==> src/rtl/rv_fanout_fifo.sv <==
// rv_fanout_fifo: 2-entry ready/valid buffer feeding a masked set of
// consumers as an eager fork. Each selected consumer takes the head word
// independently; the head retires once every selected consumer has it.
// With cfg_fifo_en low the block is a purely combinational pass-through.
module rv_fanout_fifo #(
  parameter int unsigned WIDTH    = 17,
  parameter int unsigned NUM_CONS = 21,
  parameter int unsigned DEPTH    = 2
) (
  input  logic                clk,
  input  logic                rst_n,
  input  logic                clk_en,
  input  logic                flush,
  input  logic                cfg_fifo_en,
  input  logic [NUM_CONS-1:0] cfg_cons_mask,
  input  logic [WIDTH-1:0]    in_data,
  input  logic                in_valid,
  output logic                in_ready,
  output logic [WIDTH-1:0]    out_data,
  output logic [NUM_CONS-1:0] out_valid,
  input  logic [NUM_CONS-1:0] out_ready
);

  logic [WIDTH-1:0]    mem [DEPTH];
  logic                wr_ptr;
  logic                rd_ptr;
  logic [1:0]          count;
  logic [NUM_CONS-1:0] done;

  logic                full;
  logic                empty;
  logic                push;
  logic                pop;
  logic                all_taken;
  logic [NUM_CONS-1:0] accept;

  // Output muxing between buffered and bypass paths, plus fork handshake terms
  always_comb begin
    full  = (count == 2'(DEPTH));
    empty = (count == '0);
    if (cfg_fifo_en) begin
      in_ready  = clk_en & ~full;
      out_data  = mem[rd_ptr];
      out_valid = {NUM_CONS{clk_en & ~empty}} & cfg_cons_mask & ~done;
    end else begin
      in_ready  = &(out_ready | ~cfg_cons_mask);
      out_data  = in_data;
      out_valid = {NUM_CONS{in_valid}} & cfg_cons_mask;
    end
    accept    = out_valid & out_ready;
    // A consumer is satisfied if it already took the head, takes it now,
    // or is not part of the fanout at all.
    all_taken = &(done | accept | ~cfg_cons_mask);
    push      = cfg_fifo_en & in_valid & in_ready;
    pop       = cfg_fifo_en & clk_en & ~empty & all_taken;
  end

  // Pointer, occupancy and per-consumer done tracking
  always_ff @(posedge clk or negedge rst_n) begin
    if (!rst_n) begin
      wr_ptr <= 1'b0;
      rd_ptr <= 1'b0;
      count  <= '0;
      done   <= '0;
    end else if (flush || !cfg_fifo_en) begin
      wr_ptr <= 1'b0;
      rd_ptr <= 1'b0;
      count  <= '0;
      done   <= '0;
    end else if (clk_en) begin
      if (push) begin
        wr_ptr <= ~wr_ptr;
      end
      if (pop) begin
        rd_ptr <= ~rd_ptr;
        done   <= '0;
      end else begin
        done <= done | accept;
      end
      count <= count + 2'(push) - 2'(pop);
    end
  end

  // Storage write; contents survive flush
  always_ff @(posedge clk or negedge rst_n) begin
    if (!rst_n) begin
      for (int unsigned i = 0; i < DEPTH; i++) begin
        mem[i] <= '0;
      end
    end else if (push && !flush) begin
      mem[wr_ptr] <= in_data;
    end
  end

endmodule
==> config.mk <==
export PLATFORM = sky130hd
export DESIGN_NAME = rv_fanout_fifo
export DESIGN_NICKNAME = d
export VERILOG_FILES = /design/src/rtl/rv_fanout_fifo.sv
export SDC_FILE = /design/constraint.sdc
export NUM_CORES = 1
export LEC_CHECK = 0
export BUFFER_PORTS_ARGS = -buffer_cell sky130_fd_sc_hd__buf_2
export CORE_MARGIN = 4
export CORE_UTILIZATION = 36
export DETAILED_ROUTE_END_ITERATION = 16
export PLACE_DENSITY = 0.74
export RECOVER_POWER = 50
export SETUP_SLACK_MARGIN = 0.05
export SYNTH_ARGS = -nofsm -noshare
export SYNTH_HDL_FRONTEND = slang
export SYNTH_SLANG_ARGS = --single-unit
==> constraint.sdc <==
create_clock -name clk -period 2 [get_ports clk]
set_clock_uncertainty 0.2 [all_clocks]
set_input_delay 0.5 -clock clk [delete_from_list [all_inputs] [get_ports clk]]
set_output_delay 0.5 -clock clk [all_outputs]
set_load 0.05 [all_outputs]
# After elaboration in Yosys (flattened, before gate mapping)
# Index checks and enable logic that the tools add are counted.
# totals
register_bits	59
output_inout_bits	39
word_cells	67
# classes
addsub	2
magnitude_cmp	3
eq_ne	1
n_mux	20
bitwise	22
n_reduce_logical	13
# op_table
cell	count
$mux W17	5
$and A21 B21 Y21	4
$mux W21	4
$or A21 B21 Y21	3
$not A21 Y21	2
$reduce_and A21 Y1	2
$bwmux W34	1
$demux W17 S1	1
$and A1 B1 Y1	7
$mux W1	7
$reduce_bool A2 Y1	3
$ge A2 B2 Y1 const B	2
$mux W2	2
$not A1 Y1	4
$not A1 Y2	2
$reduce_and A2 Y1	2
$add A2 B1 Y2	1
$eq A2 B2 Y1 const B	1
$logic_and A1 B1 Y1	2
$logic_not A1 Y1	2
$logic_not A2 Y1	1
$lt A2 B1 Y1 const B	1
$sub A2 B1 Y2	1
$logic_or A1 B1 Y1	1

# Logic depth before layout (Yosys ltp)
# depth
ltp_word	14
ltp_mapped	11

# Least setup slack after synthesis
# OpenSTA, ideal clock, no wires.
# synth_timing
path_kind	in2out
start	in out_ready[12]
end	out in_ready
arrival_ns	2.308
required_time_ns	1.300
path_slack_ns	-1.008
stages	4
path_buffers	0
cell_sequence	and2b_2 a2111oi_0 nand4_1 o21ai_0
# synth_via
elab_chain_cells	3
# synth_rtl
element	line_no	text
start: declaration	21	input logic [NUM_CONS-1:0] out_ready
$or A21 B21 Y21	46	in_ready = &(out_ready | ~cfg_cons_mask);
$reduce_and A21 Y1	46	
$mux W1	41	if (cfg_fifo_en) begin
end: declaration	18	output logic in_ready,
# No other way between the ends.

# Worst setup path after layout
# layout_timing
start	in cfg_cons_mask[13]
end	out in_ready
# layout_via
elab_chain_cells	4
# layout_rtl
element	line_no	text
start: declaration	15	input logic [NUM_CONS-1:0] cfg_cons_mask,
$not A21 Y21	46	
$or A21 B21 Y21	46	
$reduce_and A21 Y1	46	
$mux W1	41	
# No other way between the ends.

==> metrics.md <==
| Metric | Value |
|---|---|
| Status | `finished with violations` |
| Failing checks | `negative setup slack` |
| Peak supply drop | `0.371 mV` |
| Routed wire length | `13200 um` |
| Cells after DPL | `576` |
| Ys flop type | `dfrtp_1` |
| Nets | `573` |
| Post-synth ARST share | `1.00` |
| DRC violations left | `0` |
| Filler cell count | `555` |
| Total GRT Usage | `0.219` |
| Critical Path AT | `1.91 ns` |
| Post-detail-place hpwl | `7200 um` |
| Reg clk slew, reported paths | `0.07 ns` |
| CP cell instances | `buf_6 -> nor2b_4 -> a2111oi_4 -> buf_4 -> nand4_1 -> o21ai_4 -> buf_8` |
| Clock Tree Buf Depth | `2` |
| Hold path startpoint | `in_data[3]` |
| Syn nets | `394` |
| I/O Buffers | `103` |
| Routed Antenna Nets | `0` |
| Largest net degree at the start of global routing | `60` |
| CP Launch Type | `input pin` |
| R2r worst-path depth | `12` |
| Worst-Margin Slew | `0.841 ns` |
| Final Hold Vio Count | `0` |
| Hold Crit Class | `in2reg` |
| Critical path endpoint | `in_ready` |
| DRT Pass-1 Iters | `5` |
| Layout Cells excl Fill | `620` |
| Syn_area_per_cell | `10.0 sq um` |
| Core area | `0.00881 sq mm` |
| Chip Width | `103 um` |
| Post-Synthesis Cell Area | `0.00328 sq mm` |
| Area of the multi-input gates | `0.00262 sq mm` |
| Hold_ws | `0.231 ns` |
| Share of layout cells above drive strength 1 | `0.690` |
| Synthesis-to-finish area growth | `87.0%` |
| Via count | `3506` |
| CP startpoint | `cfg_cons_mask[13]` |
| Setup TNS | `-17.97 ns` |
| Starting Density | `0.373` |
| Antenna violations before repair | `2` |
| Static leakage | `2.69 nW` |
| H-tree Lvls | `3` |
| DIE HEIGHT | `103 um` |
| Global placement routability congestion | `0.913` |
| FF+latch area | `0.00148 sq mm` |
| Global-route wire length before repair | `18000 um` |
| Crit path largest cell delay | `0.36 ns` |
| Critical path class | `in2out` |
| Tcrit/Tclk final | `1.30` |
| Number of DRC violations after detailed-routing iteration 0 | `270` |
| Vias per Instance | `5.65` |
| CTS root buf | `clkbuf_8` |
| Cells after synthesis | `327` |
| R2r startpoint | `done[2]` |
| Max-slew headroom | `0.439` |
| Setup ws final | `-0.609 ns` |
| TritonCTS clock tree | `done` |
| Worst reg2reg path endpoint | `count[1]` |
| CP Max Fanout | `2` |
| Average wire per standard cell | `21.2 um` |
| Die Area | `0.0107 sq mm` |
| Number of synthesized flops with an enable pin | `0` |
| Slowest-stage cell, CP | `a2111oi_4` |
| Post-Place Setup Slack | `-0.901 ns` |
| RSZ-0062 raised after global routing | `true` |
| Highest clock rate | `0.383 GHz` |
| Minimum period implied by the final worst setup slack | `2.61 ns` |
| YS warnings | `0` |
| Seq/Total Area, Yosys | `0.450` |
| Clk sinks | `59` |
| Rows | `34` |
| Num CTS Buffers | `9` |
| Synth cell types | `39` |
| GRT overflow | `0` |
| Clock Latency Late Sink | `0.33 ns` |
| Final setup viols | `85` |
| Pwr Density | `631 mW/mm^2` |
| Max Cap Viol | `0` |
| Max-slew violation count | `0` |
| IO Pins | `104` |
| CP endpoint kind | `output port` |
| Vias in the first global route | `3484` |
| R2r setup slk | `-0.49 ns` |
| Critical Path RT | `1.30 ns` |
| #FFs+latches synth | `59` |
cell type report:
class | count | area share
Sequential cell | 59 | 0.241
Clock buffer | 12 | 0.0269
Tap cell | 108 | 0.0220
Multi-Input combinational cell | 241 | 0.427
Inverter | 13 | 0.00795
Clock inverter | 3 | 0.00754
Antenna cell | 2 | 0.000815
Timing Repair Buffer | 182 | 0.267
worst max-delay path, delay by kind of cell:
kind,cells,cell delay [ns]
buffers and inverters,3,0.43
AND/OR/NAND/NOR,2,0.34
AO/OA/AOI/OAI,2,0.62
synth_stat cells, types with 6 or more instances:
| library cell | number | area, sq um |
|---|---|---|
| mux2_2 | 34 | 383 |
| and2_1 | 22 | 138 |
| nor2b_1 | 10 | 62.6 |
| mux2i_1 | 18 | 180 |
| a31oi_1 | 6 | 37.5 |
| nor3b_1 | 14 | 105 |
| clkbuf_1 | 6 | 22.5 |
| nor2_1 | 40 | 150 |
| a2111oi_0 | 8 | 70.1 |
| o21ai_0 | 26 | 130 |
| inv_1 | 13 | 48.8 |
| dfrtp_1 | 59 | 1480 |
| a21oi_1 | 33 | 165 |
worst min path at each step:
stage	to	slack (ns)	cells after the start
after global routing	mem[33]	0.22	2
after CTS	mem[20]	0.22	2
after detailed placement	mem[29]	0.29	1
after floorplan	count[0]	0.004	0
after global placement	mem[2]	0.29	1
final	mem[20]	0.23	2
report_power, final:
group / internal [W] / switching (W) / leakage [nW]
sequential: 0.00129 / 0.000107 / 0.791
combinational: 0.000647 / 0.000667 / 1.80
clock: 0.000673 / 0.000487 / 0.105
total: 0.00261 / 0.00126 / 2.69
per-stage QoR:
step / cell area, sq um / utilization / total power [W]
floorplan: 3690 / - / 0.00207
global placement: 4670 / 0.530 / 0.00232
detailed placement: 4670 / 0.530 / 0.00235
CTS: 5720 / 0.650 / 0.00376
global route: 6140 / 0.697 / 0.00401
finish: 6140 / 0.697 / 0.00387
repair_timing:
item,4_1_cts,5_1_grt
cloned,4,4
endpoints found under the setup margin,81,98
resized for setup,177,83
pin swaps,29,48
hold buffers,1,0
hold endpoints to repair,59,0
buffers inserted,13,10
placed cells by master, fill, tap and decap left out, drive strengths merged, types with 3 or more instances in the layout:
cell,synthesis,routed
buf,8,176
dfrtp,59,59
nor2,40,40
mux2,34,34
a21oi,33,33
o21ai,26,26
and2,22,22
mux2i,18,18
clkbuf,6,17
nor3b,14,14
inv,13,13
nor2b,10,10
a2111oi,9,9
a31oi,6,6
and2b,4,4
or2b,3,3
nand3,3,3
logic make-up after synthesis:
kind of cell,after synthesis,synth area share
flops,59,0.450
compound gates,80,0.143
fa+ha+maj,2,0.00762
mux,52,0.171
simple gates,105,0.184
buf+inv,27,0.0389
xor+xnor,2,0.00534
per-layer routing:
| layer | global-route usage | vias up | part of all wire |
|---|---|---|---|
| li1 | - | 1534 | - |
| met1 | 0.281 | 1768 | 0.39 |
| met2 | 0.351 | 155 | 0.51 |
| met3 | 0.0476 | 49 | 0.060 |
| met4 | 0.107 | 0 | 0.043 |
| met5 | 0 | - | 0 |
registers in the layout (all words and copies together) (netlist names):
register,flops
count,2
done,21
mem,34
rd_ptr,1
wr_ptr,1
No activity file was read; power rests on OpenSTA's default activity.
